$ cat src/rtl/wb_rr_arbiter_pkg.sv
// ---------------------------------------------------------------------------
// wb_rr_arbiter_pkg
// Shared definitions for the two-master Wishbone round-robin arbiter:
//   - arb_state_t : arbiter FSM encoding (IDLE / OWN0 / OWN1)
//   - WB_DEF_AW / WB_DEF_DW : default address / data widths
//   - WB_LED_BASE : base address of the LED register slave
//   - wd_width()  : watchdog counter width for a given cycle limit
// ---------------------------------------------------------------------------
package wb_rr_arbiter_pkg;

  typedef enum logic [1:0] {
    ARB_IDLE = 2'd0,
    ARB_OWN0 = 2'd1,
    ARB_OWN1 = 2'd2
  } arb_state_t;

  localparam int          WB_DEF_AW   = 32;
  localparam int          WB_DEF_DW   = 32;
  localparam logic [31:0] WB_LED_BASE = 32'h8000_0000;

  // Watchdog counter is 8 bits for limits up to 255, otherwise 16 bits.
  function automatic int wd_width(input int limit);
    return (limit < 256) ? 8 : 16;
  endfunction

endpackage

$ cat src/rtl/wb_arb_watchdog.sv
// ---------------------------------------------------------------------------
// wb_arb_watchdog
// Counts cycles during which the current owner has transfers outstanding
// and the slave gives no response; pulses o_fire for one cycle when the
// count reaches TO_CYCLES. Only instantiated with WB_ARB_TIMEOUT_EN.
// Ports:
//   i_clk      system clock
//   i_reset_n  asynchronous active-low reset
//   i_clr      clear: slave ack/err seen, or no active owner cycle
//   i_active   owner has at least one outstanding transfer
//   o_fire     one-cycle timeout pulse
// ---------------------------------------------------------------------------
module wb_arb_watchdog
  import wb_rr_arbiter_pkg::*;
#(
  parameter int TO_CYCLES = 255
) (
  input  logic i_clk,
  input  logic i_reset_n,
  input  logic i_clr,
  input  logic i_active,
  output logic o_fire
);

  localparam int            CW    = wd_width(TO_CYCLES);
  localparam logic [CW-1:0] LIMIT = CW'(TO_CYCLES - 1);

  logic [CW-1:0] cnt_q;

  // cnt_q counts waiting cycles already elapsed, so the pulse lands
  // TO_CYCLES cycles after the stb that was accepted.
  assign o_fire = i_active & ~i_clr & (cnt_q == LIMIT);

  always_ff @(posedge i_clk or negedge i_reset_n) begin
    if (!i_reset_n) begin
      cnt_q <= '0;
    end else if (i_clr || o_fire) begin
      cnt_q <= '0;
    end else if (i_active) begin
      cnt_q <= cnt_q + 1'b1;
    end
  end

endmodule

$ cat src/rtl/wb_rr_arbiter.sv
// ---------------------------------------------------------------------------
// wb_rr_arbiter
// Two-master round-robin arbiter for pipelined Wishbone sharing one slave.
// Ownership is held for a whole CYC; the non-owner is stalled, never dropped.
// A one-cycle IDLE bubble separates consecutive owners.
// Optional feature macro: WB_ARB_TIMEOUT_EN (response watchdog, TO_CYCLES).
// Ports:
//   i_clk, i_reset_n                    clock, async active-low reset
//   i_mN_wb_cyc/stb/we/addr/data/sel    master N request (N = 0, 1)
//   o_mN_wb_ack/err/stall/data          master N response
//   o_s_wb_cyc/stb/we/addr/data/sel     slave request (owner, gated)
//   i_s_wb_ack/err/stall/data           slave response
// ---------------------------------------------------------------------------
module wb_rr_arbiter
  import wb_rr_arbiter_pkg::*;
#(
  parameter int AW        = WB_DEF_AW,
  parameter int DW        = WB_DEF_DW,
  parameter int TO_CYCLES = 255
) (
  input  logic          i_clk,
  input  logic          i_reset_n,
  input  logic          i_m0_wb_cyc,
  input  logic          i_m0_wb_stb,
  input  logic          i_m0_wb_we,
  input  logic [AW-1:0] i_m0_wb_addr,
  input  logic [DW-1:0] i_m0_wb_data,
  input  logic [DW/8-1:0] i_m0_wb_sel,
  output logic          o_m0_wb_ack,
  output logic          o_m0_wb_err,
  output logic          o_m0_wb_stall,
  output logic [DW-1:0] o_m0_wb_data,
  input  logic          i_m1_wb_cyc,
  input  logic          i_m1_wb_stb,
  input  logic          i_m1_wb_we,
  input  logic [AW-1:0] i_m1_wb_addr,
  input  logic [DW-1:0] i_m1_wb_data,
  input  logic [DW/8-1:0] i_m1_wb_sel,
  output logic          o_m1_wb_ack,
  output logic          o_m1_wb_err,
  output logic          o_m1_wb_stall,
  output logic [DW-1:0] o_m1_wb_data,
  output logic          o_s_wb_cyc,
  output logic          o_s_wb_stb,
  output logic          o_s_wb_we,
  output logic [AW-1:0] o_s_wb_addr,
  output logic [DW-1:0] o_s_wb_data,
  output logic [DW/8-1:0] o_s_wb_sel,
  input  logic          i_s_wb_ack,
  input  logic          i_s_wb_err,
  input  logic          i_s_wb_stall,
  input  logic [DW-1:0] i_s_wb_data
);

  arb_state_t state_q, state_d;
  logic       last_q, last_d;     // 1: m1 served last, so m0 wins a tie
  logic [1:0] outst_q, outst_d;   // outstanding transfers of current owner
  logic       own0, own1, owner_cyc, issued, resp, wd_fire;

  assign own0      = (state_q == ARB_OWN0);
  assign own1      = (state_q == ARB_OWN1);
  assign owner_cyc = own0 ? i_m0_wb_cyc : (own1 ? i_m1_wb_cyc : 1'b0);
  assign resp      = (own0 | own1) & (i_s_wb_ack | i_s_wb_err);
  assign issued    = o_s_wb_stb & ~i_s_wb_stall;

  assign o_m0_wb_data = i_s_wb_data;
  assign o_m1_wb_data = i_s_wb_data;

`ifdef WB_ARB_TIMEOUT_EN
  wb_arb_watchdog #(
    .TO_CYCLES (TO_CYCLES)
  ) u_watchdog (
    .i_clk     (i_clk),
    .i_reset_n (i_reset_n),
    .i_clr     (~owner_cyc | resp),
    .i_active  (outst_q != 2'd0),
    .o_fire    (wd_fire)
  );
`else
  logic unused_to_cfg;
  assign unused_to_cfg = (TO_CYCLES > 0);
  assign wd_fire       = 1'b0;
`endif

  // Next state, last-served bit and outstanding count
  always_comb begin
    state_d = state_q;
    last_d  = last_q;
    outst_d = outst_q;
    case (state_q)
      ARB_IDLE: begin
        outst_d = '0;
        if (i_m0_wb_cyc && i_m1_wb_cyc) state_d = last_q ? ARB_OWN0 : ARB_OWN1;
        else if (i_m0_wb_cyc)           state_d = ARB_OWN0;
        else if (i_m1_wb_cyc)           state_d = ARB_OWN1;
      end
      ARB_OWN0, ARB_OWN1: begin
        if (!owner_cyc || wd_fire) begin
          // Release: any late acks land in IDLE and are discarded.
          state_d = ARB_IDLE;
          last_d  = own1;
          outst_d = '0;
        end else begin
          outst_d = outst_q + {1'b0, issued} - {1'b0, resp};
        end
      end
      default: state_d = ARB_IDLE;
    endcase
  end

  // Slave-side mux and master-side response routing
  always_comb begin
    o_s_wb_cyc    = 1'b0;
    o_s_wb_stb    = 1'b0;
    o_s_wb_we     = 1'b0;
    o_s_wb_addr   = '0;
    o_s_wb_data   = '0;
    o_s_wb_sel    = '0;
    o_m0_wb_ack   = 1'b0;
    o_m0_wb_err   = 1'b0;
    o_m0_wb_stall = 1'b1;
    o_m1_wb_ack   = 1'b0;
    o_m1_wb_err   = 1'b0;
    o_m1_wb_stall = 1'b1;
    if (own0) begin
      o_s_wb_cyc    = i_m0_wb_cyc & ~wd_fire;
      o_s_wb_stb    = i_m0_wb_cyc & i_m0_wb_stb & ~wd_fire;
      o_s_wb_we     = i_m0_wb_we;
      o_s_wb_addr   = i_m0_wb_addr;
      o_s_wb_data   = i_m0_wb_data;
      o_s_wb_sel    = i_m0_wb_sel;
      o_m0_wb_ack   = i_s_wb_ack;
      o_m0_wb_err   = i_s_wb_err | wd_fire;
      o_m0_wb_stall = i_s_wb_stall | wd_fire;
    end else if (own1) begin
      o_s_wb_cyc    = i_m1_wb_cyc & ~wd_fire;
      o_s_wb_stb    = i_m1_wb_cyc & i_m1_wb_stb & ~wd_fire;
      o_s_wb_we     = i_m1_wb_we;
      o_s_wb_addr   = i_m1_wb_addr;
      o_s_wb_data   = i_m1_wb_data;
      o_s_wb_sel    = i_m1_wb_sel;
      o_m1_wb_ack   = i_s_wb_ack;
      o_m1_wb_err   = i_s_wb_err | wd_fire;
      o_m1_wb_stall = i_s_wb_stall | wd_fire;
    end
  end

  always_ff @(posedge i_clk or negedge i_reset_n) begin
    if (!i_reset_n) begin
      state_q <= ARB_IDLE;
      last_q  <= 1'b1;
      outst_q <= '0;
    end else begin
      state_q <= state_d;
      last_q  <= last_d;
      outst_q <= outst_d;
    end
  end

endmodule
$ cat config.mk
export PLATFORM = sky130hd
export DESIGN_NAME = wb_rr_arbiter
export DESIGN_NICKNAME = d
export VERILOG_FILES = /design/src/rtl/wb_rr_arbiter_pkg.sv /design/src/rtl/wb_arb_watchdog.sv /design/src/rtl/wb_rr_arbiter.sv
export SDC_FILE = /design/constraint.sdc
export NUM_CORES = 1
export LEC_CHECK = 0
export BUFFER_PORTS_ARGS = -buffer_cell sky130_fd_sc_hd__buf_2
export CORE_AREA = 2 2 125 127
export DETAILED_ROUTE_END_ITERATION = 10
export DIE_AREA = 0 0 127 129
export PLACE_DENSITY = 0.51
export SETUP_SLACK_MARGIN = 0.05
export SLEW_MARGIN = 10
export SYNTH_ARGS = -nofsm -noshare
export SYNTH_HDL_FRONTEND = slang
export SYNTH_SLANG_ARGS = --single-unit
$ cat constraint.sdc
create_clock -name i_clk -period 1.7 [get_ports i_clk]
set_input_delay 0.34 -clock i_clk [delete_from_list [all_inputs] [get_ports i_clk]]
set_output_delay 0.34 -clock i_clk [all_outputs]
set_load 0.01 [all_outputs]
==> run summary <==
The period utilization is 111%. After technology mapping, the gate count stands at 314. The routed wire length is 8390 um.

The required time reported for the critical path endpoint is about 1.4 ns. The remaining max-slew budget at the tightest pin is 84.9%. Once detail routing completed, the nets flagged for antenna violations numbered 0. The transition time at the pin with the least slew margin is 0.226 ns. The die is ~130 um wide. After the last flow step, the layout net total stands at roughly 660. Summing every instance area after synthesis gives ~1700 sq um.

The total congestion overflow is 0. Setup repair after global routing could not meet its margin everywhere. The detailed router's first-iteration violation count came out at 107. In this run the register-to-register setup slack is 0 ns. The standard cell core area is 15,000 sq um. The peak fanout along the critical path is 7. The worst setup path is launched from a flop.

The number of H-tree levels came out at 1. The HPWL after detailed placement is 5680 um. The wire length of the first global-routing pass came out at 10,500 um. The initial antenna violation count came out at 0. Summing over every cut layer, the via total after detailed routing is 2,481. The remaining design rule violation count came out at 0. The clock network latency to the later pin of the worst-skew pair came out at 0.22 ns. The synthesized netlist net count came out at 497. The path class of the tightest hold or removal check is in2async. The most frequent cell after synthesis is nand2_1. The number of buffers on the longest clock path is 2. The post-synthesis register bit count came out at 3. By area the synthesized netlist is led by buf_4 (28%), nand2_1 (27%), o21ai_0 (18%). The final core utilization came out at a little over a fifth.

The critical path endpoint category is an output pin. Once the floorplan was initialized, standard cells occupied 11.6% of the core. The leakage power total is 1.73 nW. Counting instances in the post-synthesis netlist gives the leading cell types as nand2_1 (126), buf_4 (65), o21ai_0 (64). The worst hold margin came out at 0.439 ns.

For this run, the top clock speed supported by timing is 0.530 GHz. The arrival time of the worst setup path is ~1.6 ns. The synthesized design devotes to its leading area cell type 28.2% of total area. The number of top-level pins is 320. Between clock sinks in the finished design, the worst skew comes to 0.000390 ns.

The number of library cell types mapped by synthesis came out at 26. Yosys printed 0 warnings. In the synthesized netlist the async set-or-reset flop fraction comes to 100%. The run finished, with violations left. The count of port buffers added during placement came out at between 200 and 250. Cells with a size suffix above 1 make up about 63% of the layout. The worst setup path is of the reg2out kind. 0 antenna diodes ended up in the layout. The clock buffer count from CTS is 3. After clock tree synthesis, the clock-pin slew on the worst setup and hold paths is roughly 0.030 ns.

Dividing the detail-routed wire length by the instance count gives 12.6 um. The post-layout minimum cycle time is 1.89 ns. The count of final setup violators is just under 80. The clock tree from TritonCTS is yes.

The max-capacitance violation count came out at 0. After detailed routing, the number of vias per cell comes to 3.73. The clock drives 3 sinks. The maximum number of pins on one net before global-route repair is 47. The number of search-and-repair iterations in the first detailed-routing pass is 4. After synthesis, the mean cell area works out to approximately 5.5 sq um.

The largest total area in the synthesized netlist belongs to buf_4. The final hold violation count came out at 0. The maximum vdd ir drop is 0.000815 V. In the post-route analysis, the smallest setup slack over all paths is -0.187 ns. Summed over all failing endpoints, the final setup total negative slack is -9.82 ns. The die height is 129 um.

The number of flops mapped to enable cells by yosys came out at 0. The floorplan has 45 rows. Compared with the post-synthesis result, the final layout area differs by 86.3%. CTS placed an instance of clkbuf_16 at the clock tree root. At the end of routability-driven placement, the weighted congestion stood at 0.769. The sequential fraction of the synthesis area is 4.40%. The most used flip-flop cell after synthesis is dfrtp_1.

The die covers 16,400 sq um. The total power per unit cell area came out at about 1600 nW/um^2. The final reports fail on negative setup slack.

The number of global-route vias before repair came out at 2,131. The total routing resource utilization after global routing came out at 7.85%. Summing internal, switching and leakage power gives 5.19 mW. The final count of pins violating max slew came to 0.
final timing paths:
check,startpoint,to,cells past startpoint
min,i_reset_n,state_q[0]$_DFFE_PN0P_,2
max reg2reg,state_q[0]$_DFFE_PN0P_,state_q[1]$_DFFE_PN0P_,6
min in group i_clk,i_m0_wb_cyc,state_q[0]$_DFFE_PN0P_,3
min reg2reg,last_q$_DFFE_PN1P_,last_q$_DFFE_PN1P_,1
max in group asynchronous,i_reset_n,last_q$_DFFE_PN1P_,2
max,state_q[1]$_DFFE_PN0P_,o_s_wb_addr[25],7
layer usage:
| metal | GRT usage (%) | part of all wire [%] | vias to the layer above |
|---|---|---|---|
| met1 | 9.19 | 40 | 1059 |
| met3 | 1.70 | 7.5 | 34 |
| met4 | 3.23 | 2.7 | 0 |
| met5 | 0 | 0 | - |
| li1 | - | - | 1278 |
| met2 | 13.9 | 50 | 110 |
stage by stage:
step / instance area (sq um) / setup WS [ns] / std cells
2_1_floorplan: 1730 / -0.0150 / 314
3_3_place_gp: 2640 / 0.0115 / 646
3_5_place_dp: 2640 / 0.000340 / 646
4_1_cts: 2900 / -0.165 / 657
5_1_grt: 3230 / -0.259 / 665
6_report: 3230 / -0.187 / 665
state kept, by name, summed over array words and instances (netlist names):
name and cells:
last_q 1, state_q 2
timing repair:
action	CTS	global route
cloned	3	5
hold buffers	1	0
setup endpoints to repair	77	79
pin swaps	3	28
endpoints found under the hold margin	2	0
resized for setup	42	59
buffers inserted	3	4
worst max-delay path: stages, from the launching register on:
cell and delay [ns]:
dfrtp_1 0.39, buf_6 0.12, ha_4 0.22, buf_12 0.14
buf_16 0.13, nand2_2 0.06, o21ai_2 0.12, buf_2 0.14
final cells by class:
type                       instances  area, sq um
clock buffer                       4         78.8
fill                            1687        11700
inverter                           2         7.51
multi-input combinational        221         1270
sequential                         3         76.3
tap                              188          235
timing repair buffer             247         1560
cells in the final DEF (no fill, tap or decap), drive strengths merged, types with 2 or more instances in the layout:
cell type / synthesis / layout
o21ai: 64 / 64
a22o: 7 / 7
nand2: 126 / 126
buf: 81 / 241
inv: 2 / 2
and3b: 2 / 2
ha: 4 / 4
nand2b: 2 / 2
clkbuf: 7 / 9
nand3: 5 / 5
and2: 2 / 2
dfrtp: 2 / 2
mux2: 2 / 2
kinds of logic after synthesis:
group                      Yosys count  share of synthesized area (%)
muxes                                3                           2.09
adders and majority gates            4                           2.89
DFF                                  3                           4.40
buffers and inverters               90                           34.4
AOI/OAI and AO/OA                   73                           22.9
and+or+nand+nor                    141                           33.3
where the power goes:
| group | internal, mW | leakage [nW] | switching (mW) |
|---|---|---|---|
| clock | 0.309 | 0.0382 | 0.0629 |
| combinational | 2.25 | 1.66 | 2.43 |
| sequential | 0.114 | 0.0361 | 0.0275 |
| total | 2.67 | 1.73 | 2.52 |
(Power assumes the default switching activity.)
